**src/rtl/bce_pipe.sv**
```systemverilog
// Two-stage pipelined branch condition evaluator with valid/ready handshakes and flush.
// Optional saturating taken/mispredict counters are built when BCE_PIPE_STATS_EN is defined.
module bce_pipe #(
    parameter int unsigned WIDTH = 32,
    parameter int unsigned CNT_W = 16
) (
    input  logic             clk,
    input  logic             rst,
    input  logic             flush,
    input  logic             in_valid,
    output logic             in_ready,
    input  logic [WIDTH-1:0] a,
    input  logic [WIDTH-1:0] b,
    input  logic [3:0]       bf,
    input  logic             pred_taken,
    output logic             out_valid,
    input  logic             out_ready,
    output logic             taken,
    output logic             mispredict,
    output logic             bf_illegal,
    output logic [CNT_W-1:0] taken_cnt,
    output logic [CNT_W-1:0] mispred_cnt
);

    logic             s1_valid_q, s1_valid_d;
    logic             s2_valid_q, s2_valid_d;
    logic [WIDTH-1:0] a_q, b_q;
    logic [3:0]       bf_q;
    logic             pred_q;
    logic             taken_q, mispred_q, illegal_q;
    logic             s1_adv, s2_adv, accept;
    logic             cond_taken, cond_illegal, cond_mispred;

    assign s2_adv   = !s2_valid_q || out_ready;
    assign s1_adv   = !s1_valid_q || s2_adv;
    assign in_ready = s1_adv && !flush && !rst;
    assign accept   = in_valid && in_ready;

    always_comb begin
        s1_valid_d = s1_valid_q;
        s2_valid_d = s2_valid_q;
        if (flush) begin
            s1_valid_d = 1'b0;
            s2_valid_d = 1'b0;
        end else begin
            if (s2_adv) s2_valid_d = s1_valid_q;
            if (s1_adv) s1_valid_d = accept;
        end
    end

    always_comb begin
        cond_taken   = 1'b0;
        cond_illegal = 1'b0;
        case (bf_q)
            4'b0000: cond_taken = a_q[WIDTH-1];
            4'b0001: cond_taken = !a_q[WIDTH-1];
            4'b0010: cond_taken = (a_q == b_q);
            4'b0011: cond_taken = (a_q != b_q);
            4'b0100: cond_taken = a_q[WIDTH-1] || (a_q == '0);
            4'b0101: cond_taken = !a_q[WIDTH-1] && (a_q != '0);
            4'b0110: cond_taken = ($signed(a_q) < $signed(b_q));
            4'b0111: cond_taken = ($signed(a_q) >= $signed(b_q));
            4'b1000: cond_taken = (a_q < b_q);
            4'b1001: cond_taken = (a_q >= b_q);
            4'b1010: cond_taken = 1'b1;
            4'b1011: cond_taken = 1'b0;
            default: cond_illegal = 1'b1;
        endcase
        cond_mispred = !cond_illegal && (cond_taken != pred_q);
    end

    always_ff @(posedge clk) begin
        if (rst) begin
            s1_valid_q <= 1'b0;
            s2_valid_q <= 1'b0;
            a_q        <= '0;
            b_q        <= '0;
            bf_q       <= '0;
            pred_q     <= 1'b0;
            taken_q    <= 1'b0;
            mispred_q  <= 1'b0;
            illegal_q  <= 1'b0;
        end else begin
            s1_valid_q <= s1_valid_d;
            s2_valid_q <= s2_valid_d;
            if (accept) begin
                a_q    <= a;
                b_q    <= b;
                bf_q   <= bf;
                pred_q <= pred_taken;
            end
            // S2 data only moves when a live S1 entry advances, so a stalled output holds steady
            if (s2_adv && s1_valid_q && !flush) begin
                taken_q   <= cond_taken;
                mispred_q <= cond_mispred;
                illegal_q <= cond_illegal;
            end
        end
    end

    assign out_valid  = s2_valid_q;
    assign taken      = taken_q;
    assign mispredict = mispred_q;
    assign bf_illegal = illegal_q;

`ifdef BCE_PIPE_STATS_EN
    logic             out_hs;
    logic [CNT_W-1:0] taken_cnt_q, mispred_cnt_q;

    assign out_hs = s2_valid_q && out_ready;

    always_ff @(posedge clk) begin
        if (rst) begin
            taken_cnt_q   <= '0;
            mispred_cnt_q <= '0;
        end else begin
            if (out_hs && taken_q && (taken_cnt_q != '1))
                taken_cnt_q <= taken_cnt_q + CNT_W'(1);
            if (out_hs && mispred_q && (mispred_cnt_q != '1))
                mispred_cnt_q <= mispred_cnt_q + CNT_W'(1);
        end
    end

    assign taken_cnt   = taken_cnt_q;
    assign mispred_cnt = mispred_cnt_q;
`else
    assign taken_cnt   = '0;
    assign mispred_cnt = '0;
`endif

endmodule
```
**config.mk**
```make
export PLATFORM = sky130hd
export DESIGN_NAME = bce_pipe
export DESIGN_NICKNAME = d
export VERILOG_FILES = /design/src/rtl/bce_pipe.sv
export SDC_FILE = /design/constraint.sdc
export NUM_CORES = 1
export LEC_CHECK = 0
export CORE_MARGIN = 2
export CORE_UTILIZATION = 35
export CTS_CLUSTER_DIAMETER = 40
export DETAILED_ROUTE_END_ITERATION = 6
export GPL_ROUTABILITY_DRIVEN = 0
export GPL_TIMING_DRIVEN = 0
export PLACE_DENSITY = 0.71
export SKIP_LAST_GASP = 1
export SYNTH_ARGS = -nofsm -noshare
export SYNTH_HDL_FRONTEND = slang
export SYNTH_SLANG_ARGS = --single-unit
export TNS_END_PERCENT = 5
```
**constraint.sdc**
```tcl
create_clock -name clk -period 3 [get_ports clk]
set_clock_uncertainty 0.05 [all_clocks]
set_input_delay 0.6 -clock clk [delete_from_list [all_inputs] [get_ports clk]]
set_output_delay 0.6 -clock clk [all_outputs]
set_load 0.005 [all_outputs]
```
# ---- After elaboration in Yosys (flattened, before gate mapping)
# Index checks and enable logic that the tools add are counted.
dict set report op_classes {
  addsub 0
  n_mul 0
  div_mod_pow 0
  magnitude_cmp 4
  n_eq_ne 14
  shift 0
  muxes 2
  bitwise_logic 0
  reduce_logical 20
}
# op count
set ops {}
lappend ops {{32-bit >= comparator} 2}
lappend ops {{32-bit < comparator} 2}
lappend ops {{32-bit == test} 1}
lappend ops {{32-bit logical NOT} 1}
lappend ops {{32-bit inequality test} 1}
lappend ops {{32-bit nonzero test} 1}
lappend ops {{4-bit by 3-bit == test with 1-bit output, second input constant} 4}
lappend ops {{4-bit == test, second input constant} 4}
lappend ops {{12-bit OR reduction} 1}
lappend ops {{1-bit one-hot mux with 11 select lines} 1}
lappend ops {{4-bit by 2-bit == test with 1-bit output, second input constant} 2}
lappend ops {{1-bit logical AND} 7}
lappend ops {{1-bit logical NOT} 5}
lappend ops {{4-bit by 1-bit == test with 1-bit output, second input constant} 1}
lappend ops {{4-bit logical NOT} 1}
lappend ops {{1-bit logical OR} 3}
lappend ops {{2-bit OR reduction} 1}
lappend ops {{1-bit 2-to-1 mux} 1}
lappend ops {{1-bit inequality test} 1}
dict set report totals {
  reg_bits 74
  latch_bits 0
  ram_bits 0
  mem_bits_ro 0
  inputBits 74
  output_inout_bits 37
  word_cells 49
  mem_count 0
}

# ---- Depth between registers and ports, before layout
# Gate-level depths: netlist (run 1).
dict set report logic_depth {
  ltp_word 6
  depth_mapped 11
}

# ---- Worst setup path after synthesis (run 1)
# No wires, ideal clock.
dict set report synth_path {
  path_type {register -> register}
  startpoint {register b_q[1]}
  endpoint {register mispred_q, in the netlist mispredict}
  setup_ns 0.095
  arrival_ns 2.369
  t_required_ns 2.855
  slack_ns 0.485
  stages_incl_launch_ff 12
  n_path_buf 0
  period_less_slack_ns 2.515
  path_cell_list {dfxtp_1 > inv_1 > ha_1 > nor2b_4 > o211ai_2 > a21oi_1 > a211o_1 > a221oi_2 > xnor2_1 > mux2_4 > a211o_1 > o311ai_1}
}
dict set report synth_via {
  elab_chain_len 4
}
# element line_no
set synth_lines {}
lappend synth_lines {{from (decl)} 27} ;# logic [WIDTH-1:0] a_q, b_q;
lappend synth_lines {{from (signal assigned)} 77} ;# b_q <= '0;
lappend synth_lines {{from (signal assigned)} 88} ;# b_q <= b;
lappend synth_lines {{32-bit >= comparator (tied with other cells)} 64} ;# 4'b1001: cond_taken = (a_q >= b_q);
lappend synth_lines {{1-bit one-hot mux with 11 select lines (*)} 54} ;# case (bf_q)
lappend synth_lines {{1-bit inequality test (*)} 69} ;# cond_mispred = !cond_illegal && (cond_taken != pred_q);
lappend synth_lines {{1-bit logical AND (*)} 69}
lappend synth_lines {{to (signal assigned)} 95} ;# mispred_q <= cond_mispred;
lappend synth_lines {{to (decl)} 30} ;# logic taken_q, mispred_q, illegal_q;
# Mark *: on every way between the ends. The rest lies on a longest branch, timed or not.
# A chain may end at the register's enable or synchronous reset.

# ---- Worst setup path in the final report (run 1)
# Ends and elaborated chain as after synthesis.

==> results of run 1 <==
## layout by cell type (no fill, tap or decap), types with 2 or more instances in the layout
cell and n:
sky130_fd_sc_hd__nand3_1 5, sky130_fd_sc_hd__ha_1 32, sky130_fd_sc_hd__a21oi_1 86, sky130_fd_sc_hd__dfxtp_1 74, sky130_fd_sc_hd__nand4_1 9, sky130_fd_sc_hd__clkbuf_8 11, sky130_fd_sc_hd__conb_1 32, sky130_fd_sc_hd__inv_1 35
sky130_fd_sc_hd__nor4_1 8, sky130_fd_sc_hd__nor3_1 6, sky130_fd_sc_hd__clkbuf_1 22, sky130_fd_sc_hd__and2_1 2, sky130_fd_sc_hd__nor2_1 6, sky130_fd_sc_hd__o21ai_0 3, sky130_fd_sc_hd__a211oi_1 4, sky130_fd_sc_hd__a211o_1 2
sky130_fd_sc_hd__nand2_1 154, sky130_fd_sc_hd__buf_4 32, sky130_fd_sc_hd__bufinv_16 3, sky130_fd_sc_hd__clkdlybuf4s50_1 78
## critical path, stage by stage (launching register included)
cell                       delay (ps)
sky130_fd_sc_hd__dfxtp_1          340
sky130_fd_sc_hd__inv_1             50
sky130_fd_sc_hd__ha_1             290
sky130_fd_sc_hd__nor2b_4          130
sky130_fd_sc_hd__o211ai_2         130
sky130_fd_sc_hd__a21oi_1           90
sky130_fd_sc_hd__a211o_1          290
sky130_fd_sc_hd__a221oi_2         400
sky130_fd_sc_hd__xnor2_1          190
sky130_fd_sc_hd__mux2_4           330
sky130_fd_sc_hd__a211o_1          290
sky130_fd_sc_hd__o311ai_1          80
## sequential cells by signal (all words and copies together), names as in the netlist
| register | flops |
|---|---|
| a_q | 32 |
| b_q | 32 |
| bf_q | 4 |
| bf_illegal | 1 |
| mispredict | 1 |
| out_valid | 1 |
| pred_q | 1 |
| s1_valid_q | 1 |
| taken | 1 |
## layout make-up
cell class                      instances  area (µm²)  share of cell area, %
Clock buffer                           11         151                   2.94
Buffer                                 55         328                   6.36
Inverter                               35         131                   2.55
Multi-Input combinational cell        371        2010                   38.9
Timing Repair Buffer                   78         781                   15.2
Clock inverter                          4        98.8                   1.92
Tap cell                              140         175                   3.40
Sequential cell                        74        1480                   28.8
## where the power goes
| part | leakage, nW | switching (W) | internal (W) |
|---|---|---|---|
| Clock | 0.126 | 0.000356 | 0.000595 |
| Combinational | 1.30 | 0.000189 | 0.000216 |
| Sequential | 0.601 | 0.0000248 | 0.00101 |
| Total | 2.02 | 0.000569 | 0.00182 |
## cell families (layout without fill, tap and decap cells)
group,count (synthesis),count (layout),share of synthesized area [%]
simple gates,200,200,22.4
fa+ha+maj,32,32,10.5
compound gates,104,104,15.5
flops,74,74,38.7
xor+xnor,1,1,0.229
other cells,1,32,0.0979
buf+inv,90,183,12.0
mux,2,2,0.653
## final timing paths
path	slack [ps]	end	cells past startpoint	startpoint
max	230	mispredict$_SDFFE_PP0P_	11	b_q[1]$_SDFFE_PP0P_
min	410	b_q[16]$_SDFFE_PP0P_	2	b_q[16]$_SDFFE_PP0P_
max reg2reg	230	mispredict$_SDFFE_PP0P_	11	b_q[1]$_SDFFE_PP0P_
min reg2reg	410	b_q[16]$_SDFFE_PP0P_	2	b_q[16]$_SDFFE_PP0P_
## metal layers
metal  vias up  part of all wire, %
met1      1633                   42
met4         0                  1.7
met5         -                    0
li1       1852                    -
met2       109                   50
met3        17                  7.0
## through the flow
stage	TNS (ps)	total power, W	worst slack, ps	instances	hold slack [ps]
6_report	0	0.00239	234	768	407
3_3_place_gp	-1030	0.00145	-136	753	395
2_1_floorplan	0	0.00130	485	535	386
4_1_cts	0	0.00241	151	768	408
3_5_place_dp	-1440	0.00146	-168	753	398
5_1_grt	0	0.00251	35.6	768	429
## repair_timing
item | CTS | global route
resized for setup | 0 | 1
hold buffers | 0 | 0
endpoints found under the setup margin | 0 | 10
==> results.toml, run 1 <==
[grt]
grt_max_degree = 13
first_global_vias = 3447
globalRoute.busiestLayer = "met2"
grt_antenna_before_repair = 0
first_pass_grt_wire_length_mm = 15.1
met3_usage_pct = 3.01
gr-usage-all-layers_pct = 16.5
met2_demand_to_capacity_share_in_global_routing_pct = 28.4
met1_layer_usage_reported_by_global_route_pct = 20.1
grt_overflow_total = 0

[synth]
synthTopCellsByArea = "sky130_fd_sc_hd__dfxtp_1 (39%), sky130_fd_sc_hd__nand2_1 (15%), sky130_fd_sc_hd__a21oi_1 (11%)"
synth-seq-area-share_pct = 38.7
synth_area_leader_cell = "sky130_fd_sc_hd__dfxtp_1"
top_post_synthesis_cells_by_count = "sky130_fd_sc_hd__nand2_1 (154), sky130_fd_sc_hd__a21oi_1 (86), sky130_fd_sc_hd__dfxtp_1 (74)"
synth_enable_flop_cells = 0
post_synth_num_cell_types = 40
netlist_instances = 504
netlist_area_before_placement_um2 = 3830
synth_warnings = 0
dominantRegCellSynth = "sky130_fd_sc_hd__dfxtp_1"
netlist.area_leader.share_pct = 38.7
post_synth.cell_area_avg_um2 = 7.60
synth.ff_latch_count = 74
synthMostInstantiatedCell = "sky130_fd_sc_hd__nand2_1"
synth-async-reset-ratio_pct = 0

[cells_and_area]
final_layout_size_suffix_gt1_share_pct = 8.76
antennaDiodeCount = 0
layout.cell_area.non_filler_um2 = 5150
layout.core_utilization_pct = 48.0
filler_cell_count = 1066
synthToLayoutAreaGrowth_pct = 34.6
num-nets-final = 730

[die]
initial_utilization_pct = 35.6
design.die.area_um2 = 11800
design.core.area_um2 = 10700
row_count = 38
fp.dieH_um = 109
dieWidth_um = 109
num_io_pins = 111

[drt]
drtIter0Drc = 112
finalWirelength_mm = 9.35
routed_wire_length_per_instance_um = 12.2
antenna_left = 0
dr_total_vias = 3611
remaining_drc_errors = 0
drt_pass1_iterations = 5
via_per_inst = 4.70

[worst_setup_path]
crit_path_required_time_ps = 3200
cp.arrival_ps = 2960
critical_path.startpoint_type = "register"
crit_path_end_kind = "register"
crit_fanout = 2
worstSetupPathType = "register to register"

[clock_tree]
cts_root_buffer = "sky130_fd_sc_hd__clkbuf_8"
tritoncts = "built"
cts_buffer_depth = 2
number_of_h_tree_levels = 3
cts.reportedPaths.clkPinSlew_ps = 80
post-cts-setup-buffer-count = 0
clkLatencyLatePin_ps = 340
sinks_on_the_clock_net = 74
total_clock_buffers_created_by_cts = 9

[sta]
setup_viol_count_final = 0
slew_headroom_pct = 63.8
slew_viol_final = 0
rsz0062_at_grt = "no"
period_share_pct = 92.2
hold_violations = 0
tightestPinTransition_ps = 542
post-route-min-period_ps = 2770
achievable-frequency_mhz = 362

[place]
dp_hpwl_mm = 7.40
area_after_detailed_placement_um2 = 4900
port-buffer-count = 78

[power]
ir_worst_vdd_v = 0.000192
power.leakage_nw = 2.02
powerDensity_nw_per_um2 = 465

[status]
status = "finished, final reports clean"

[job]
number_of_violations_of_the_max_capacitance_limit = 0

[min_path]
holdCritPathClass = "register to register"
Power figures use the tool's default switching activity.
==> run 2: changes to the inputs <==
--- a/config.mk
+++ b/config.mk
@@ -6,12 +6,13 @@
 export NUM_CORES = 1
 export LEC_CHECK = 0
 export CORE_MARGIN = 2
-export CORE_UTILIZATION = 35
+export CORE_UTILIZATION = 48
 export CTS_CLUSTER_DIAMETER = 40
+export CTS_CLUSTER_SIZE = 28
 export DETAILED_ROUTE_END_ITERATION = 6
 export GPL_ROUTABILITY_DRIVEN = 0
 export GPL_TIMING_DRIVEN = 0
-export PLACE_DENSITY = 0.71
+export PLACE_DENSITY = 0.9
 export SKIP_LAST_GASP = 1
 export SYNTH_ARGS = -nofsm -noshare
 export SYNTH_HDL_FRONTEND = slang
==> results.toml, run 2 (synthesized netlist as in run 1, its figures left out) <==
[status]
status = "finished, final reports clean"

[worst_setup_path]
timing.reg2reg.setup_slack_ps = 150
critical_path.n_buffers_inverters = 1
cp.arrival_ps = 3030
timing.critical_path.max_delay_family = "compound AO/OA/AOI/OAI gates"
reg2regPathDepth = 11
crit_path_end_kind = "register"
critPathMaxStageDelay_ps = 410
slowest_stage = "sky130_fd_sc_hd__a221oi_2"
crit-reg2reg-capture = "mispredict$_SDFFE_PP0P_"
regToRegStartpoint = "b_q[1]$_SDFFE_PP0P_"
crit_fanout = 2
critical_path.startpoint_type = "register"
worstSetupPathType = "register to register"
critical_path.most_common_cell = "sky130_fd_sc_hd__a21oi_1"
crit_path_required_time_ps = 3180
timing.critical_path.cells = "inv_1 > ha_1 > nor2b_4 > o211ai_2 > a21oi_1 > a211o_1 > a221oi_2 > xnor2_1 > mux2_4 > a21oi_1 > o311ai_1"

[min_path]
hold_start = "b_q[6]$_SDFFE_PP0P_"
min_to = "b_q[6]$_SDFFE_PP0P_"
worstHoldPathCells = 2
holdCritPathClass = "register to register"

[clock_tree]
post-cts-setup-buffer-count = 0
tritoncts = "built"
cts.reportedPaths.clkPinSlew_ps = 80
sinks_on_the_clock_net = 74
cts_root_buffer = "sky130_fd_sc_hd__clkbuf_8"
post_cts_resize_count = 0
clkLatencyLatePin_ps = 350
cts_buffer_depth = 2
total_clock_buffers_created_by_cts = 9
cts.hold.buffers_added = 0
number_of_h_tree_levels = 3

[sta]
tightestPinTransition_ps = 542
period_share_pct = 95.0
rsz0062_at_grt = "no"
final.hold.worst_slack_ps = 405
achievable-frequency_mhz = 351
post-route-min-period_ps = 2850
final.setup.tns_ps = 0
slew_viol_final = 0
hold_violations = 0
setup_viol_count_final = 0
slew_headroom_pct = 63.8

[drt]
drtIter0Drc = 241
routed_wire_length_per_instance_um = 13.2
drt_pass1_iterations = 4
via_per_inst = 5.04
remaining_drc_errors = 0
finalWirelength_mm = 9.61
antenna_left = 0
dr_total_vias = 3687

[die]
dieWidth_um = 93.3
num_io_pins = 111
initial_utilization_pct = 49.5
design.core.area_um2 = 7730
design.die.area_um2 = 8710
row_count = 32
fp.dieH_um = 93.3

[cells_and_area]
antennaDiodeCount = 0
layout_common_cells = "sky130_fd_sc_hd__nand2_1 (154), sky130_fd_sc_hd__a21oi_1 (86), sky130_fd_sc_hd__clkdlybuf4s50_1 (78), sky130_fd_sc_hd__dfxtp_1 (74), sky130_fd_sc_hd__inv_1 (35)"
num-nets-final = 730
layout.core_utilization_pct = 65.2
largest_registers = "a_q (32), b_q (32), bf_q (4)"
final_layout_size_suffix_gt1_share_pct = 8.59
most_common_cell_after_layout_fill_and_taps_aside = "sky130_fd_sc_hd__nand2_1"
filler_cell_count = 660
layout.cell_area.non_filler_um2 = 5040
synthToLayoutAreaGrowth_pct = 31.6

[grt]
grt_overflow_total = 0
first_pass_grt_wire_length_mm = 16.0
grt_antenna_before_repair = 0
grt_max_degree = 12
first_global_vias = 3688
gr-usage-all-layers_pct = 23.1

[power]
powerDensity_nw_per_um2 = 431
power_report.internal_total_w = 0.00160
post-layout-total-power_w = 0.00217
power.share.switching_pct = 26.5
sequential_share_of_power_pct = 47.8
ir_worst_vdd_v = 0.000220
pwr-share-clk_pct = 33.3
power.leakage_nw = 1.99
p_comb_share_pct = 18.9
switching_power_w = 0.000576

[place]
area_after_detailed_placement_um2 = 4850
dp_hpwl_mm = 7.45
port-buffer-count = 78

[job]
number_of_violations_of_the_max_capacitance_limit = 0
-- run 2: worst max path at each step --
stage / start / endpoint / slack [ps] / cells after the start
2_1_floorplan: b_q[1]$_SDFFE_PP0P_ / mispredict$_SDFFE_PP0P_ / 490 / 11
3_3_place_gp: out_ready / a_q[6]$_SDFFE_PP0P_ / -70 / 9
3_5_place_dp: out_ready / a_q[10]$_SDFFE_PP0P_ / -160 / 9
4_1_cts: out_ready / a_q[10]$_SDFFE_PP0P_ / 180 / 9
5_1_grt: b_q[31]$_SDFFE_PP0P_ / mispredict$_SDFFE_PP0P_ / 20 / 10
6_report: b_q[1]$_SDFFE_PP0P_ / mispredict$_SDFFE_PP0P_ / 150 / 11
-- run 2: power groups by stage --
stage	Clock (W)	Combinational [W]	Sequential, W
floorplan	0	0.000246	0.00105
global placement	0	0.000385	0.00106
detailed placement	0	0.000402	0.00106
CTS	0.000723	0.000406	0.00104
global route	0.000772	0.000454	0.00104
finish	0.000723	0.000411	0.00104
-- run 2: worst register-to-register path, stage by stage (launching register included) --
cell and delay (ps):
sky130_fd_sc_hd__dfxtp_1 350, sky130_fd_sc_hd__inv_1 50, sky130_fd_sc_hd__ha_1 300, sky130_fd_sc_hd__nor2b_4 140
sky130_fd_sc_hd__o211ai_2 140, sky130_fd_sc_hd__a21oi_1 90, sky130_fd_sc_hd__a211o_1 310, sky130_fd_sc_hd__a221oi_2 410
sky130_fd_sc_hd__xnor2_1 190, sky130_fd_sc_hd__mux2_4 330, sky130_fd_sc_hd__a21oi_1 250, sky130_fd_sc_hd__o311ai_1 140
-- run 2: routing by layer --
layer	global-route usage, %	wire length, µm
met5	0	0
met4	11.0	250
met2	40.4	4940
met1	26.2	3850
met3	5.72	582
-- run 2: final cells by class --
type | count | area (µm²) | area share [%]
multi-input combinational | 371 | 2010 | 39.8
clock buffer | 14 | 173 | 3.43
sequential | 74 | 1480 | 29.4
tap | 102 | 128 | 2.53
timing repair buffer | 78 | 781 | 15.5
buffer | 55 | 328 | 6.51
clock inverter | 2 | 10.0 | 0.199
inverter | 35 | 131 | 2.61
-- run 2: per-stage QoR --
step,instances,setup WS (ps)
6_report,731,149
5_1_grt,731,16.9
4_1_cts,731,184
3_5_place_dp,715,-162
3_3_place_gp,715,-68.6
2_1_floorplan,535,485
==> run 3: changes to the inputs <==
--- a/config.mk
+++ b/config.mk
@@ -6,15 +6,14 @@
 export NUM_CORES = 1
 export LEC_CHECK = 0
 export CORE_MARGIN = 2
-export CORE_UTILIZATION = 48
+export CORE_UTILIZATION = 52
 export CTS_CLUSTER_DIAMETER = 40
 export CTS_CLUSTER_SIZE = 28
 export DETAILED_ROUTE_END_ITERATION = 6
 export GPL_ROUTABILITY_DRIVEN = 0
 export GPL_TIMING_DRIVEN = 0
-export PLACE_DENSITY = 0.9
+export PLACE_DENSITY = 0.95
 export SKIP_LAST_GASP = 1
 export SYNTH_ARGS = -nofsm -noshare
 export SYNTH_HDL_FRONTEND = slang
 export SYNTH_SLANG_ARGS = --single-unit
-export TNS_END_PERCENT = 5
==> constraint.sdc (replaced) <==
create_clock -name clk -period 3.7 [get_ports clk]
set_clock_uncertainty 0.05 [all_clocks]
set_input_delay 0.74 -clock clk [delete_from_list [all_inputs] [get_ports clk]]
set_output_delay 0.74 -clock clk [all_outputs]
set_load 0.005 [all_outputs]
==> results.toml, run 3 (synthesized netlist as in run 1, its figures left out) <==
[grt]
grt_overflow_total = 0
grt_antenna_before_repair = 0
first_global_vias = 3692
grt_max_degree = 12
first_pass_grt_wire_length_mm = 15.9
gr-usage-all-layers_pct = 24.1

[drt]
drtIter0Drc = 200
dr_wl_met3_um = 559
dr_total_vias = 3663
finalWirelength_mm = 9.39
remaining_drc_errors = 0
antenna_left = 0
drt_pass1_iterations = 5
routed_wire_length_per_instance_um = 12.9
met1_length_mm = 3.69
dr.max_layer_used = "met4"
via_per_inst = 5.03
wl_met2_mm = 4.74

[cells_and_area]
final_layout_size_suffix_gt1_share_pct = 8.11
largest_registers = "a_q (32), b_q (32), bf_q (4)"
layout_common_cells = "sky130_fd_sc_hd__nand2_1 (154), sky130_fd_sc_hd__a21oi_1 (86), sky130_fd_sc_hd__clkdlybuf4s50_1 (78), sky130_fd_sc_hd__dfxtp_1 (74), sky130_fd_sc_hd__inv_1 (35)"
most_common_cell_after_layout_fill_and_taps_aside = "sky130_fd_sc_hd__nand2_1"
num-nets-final = 730
synthToLayoutAreaGrowth_pct = 31.3
antennaDiodeCount = 0
layout.core_utilization_pct = 70.1

[clock_tree]
total_clock_buffers_created_by_cts = 9
tritoncts = "built"
post_cts_resize_count = 0
cts_root_buffer = "sky130_fd_sc_hd__clkbuf_8"
sinks_on_the_clock_net = 74
cts.hold.buffers_added = 0
clkLatencyLatePin_ps = 370
number_of_h_tree_levels = 3
cts_buffer_depth = 2
cts.reportedPaths.clkPinSlew_ps = 70
post-cts-setup-buffer-count = 0

[die]
design.core.area_um2 = 7180
initial_utilization_pct = 53.4
num_io_pins = 111
row_count = 31
dieWidth_um = 89.8
design.die.area_um2 = 8060
fp.dieH_um = 89.8

[sta]
tightestPinTransition_ps = 530
setup_viol_count_final = 0
rsz0062_at_grt = "no"
period_share_pct = 80.7
postLayoutSetupSlackWorst_ps = 714
achievable-frequency_mhz = 335
slew_viol_final = 0
post-route-min-period_ps = 2990
final.setup.tns_ps = 0
hold_violations = 0
slew_headroom_pct = 64.6

[worst_setup_path]
critical_path.startpoint_type = "input pin"
worstSetupPathType = "input pin to output pin"
critPathMaxStageDelay_ps = 570
crit_fanout = 4
cp.arrival_ps = 2200
crit_path_end_kind = "output pin"
timing.critical_path.cells = "clkdlybuf4s50_1 > nor2b_1 > a211oi_1 > clkdlybuf4s50_1"
critical_path.most_common_cell = "sky130_fd_sc_hd__clkdlybuf4s50_1"
slowest_stage = "sky130_fd_sc_hd__clkdlybuf4s50_1"
critical_path.n_buffers_inverters = 2
timing.critical_path.max_delay_family = "buffers and inverters"
crit_path_required_time_ps = 2910

[job]
number_of_violations_of_the_max_capacitance_limit = 0

[power]
ir_worst_vdd_v = 0.000229
power.leakage_nw = 1.98
powerDensity_nw_per_um2 = 353

[status]
status = "finished, final reports clean"

[place]
dp_hpwl_mm = 7.33
post-place-ws_ps = 448
port-buffer-count = 78

[min_path]
holdCritPathClass = "register to register"
## run 3: cell types whose count changed in the layout (fill, tap and decap cells not counted), sizes merged
cell | previous run | this run
bufinv | 0 | 1
clkbuf | 36 | 35
## run 3: worst paths after layout
| path | startpoint | endpoint | slack (ps) | cells past startpoint |
|---|---|---|---|---|
| hold reg to reg | b_q[20]$_SDFFE_PP0P_ | b_q[20]$_SDFFE_PP0P_ | 410 | 2 |
| setup reg to reg | b_q[1]$_SDFFE_PP0P_ | mispredict$_SDFFE_PP0P_ | 900 | 11 |
| hold / removal | b_q[20]$_SDFFE_PP0P_ | b_q[20]$_SDFFE_PP0P_ | 410 | 2 |
| setup / recovery | out_ready | in_ready | 710 | 4 |
## run 3: final cells by class
cell class | instances | area, µm²
inverter | 35 | 131
timing repair buffer | 78 | 781
fill | 564 | 2150
clock inverter | 3 | 40.0
clock buffer | 13 | 139
tap | 99 | 124
buffer | 55 | 327
multi-input combinational | 371 | 2010
sequential | 74 | 1480
## run 3: per-layer routing
layer / vias up / GRT usage, %
met5: - / 0
met4: 0 / 14.4
met3: 37 / 4.69
met2: 131 / 42.7
met1: 1642 / 26.9
li1: 1853 / -
## run 3: worst reg2reg max path: cells and delay by family, from the launching register on
kind,cells,cell delay [ps]
simple gates,1,130
mux,1,330
compound gates,6,1300
flops,1,340
buf+inv,1,50
fa+ha+maj,1,290
xor+xnor,1,200
## run 3: report_power, final
group,switching [W],leakage [nW],internal (W),total (W)
Sequential,0.0000205,0.601,0.000822,0.000843
Combinational,0.000155,1.29,0.000176,0.000330
Clock,0.000294,0.0914,0.000311,0.000604
Total,0.000469,1.98,0.00131,0.00178
## run 3: metrics by stage
step | power, W | instances | cell area [µm²] | hold WS [ps]
finish | 0.00178 | 728 | 5030 | 407
global route | 0.00184 | 728 | 5030 | 429
CTS | 0.00177 | 728 | 5030 | 408
detailed placement | 0.00118 | 712 | 4850 | 398
global placement | 0.00117 | 712 | 4850 | 395
floorplan | 0.00105 | 535 | 3950 | 386
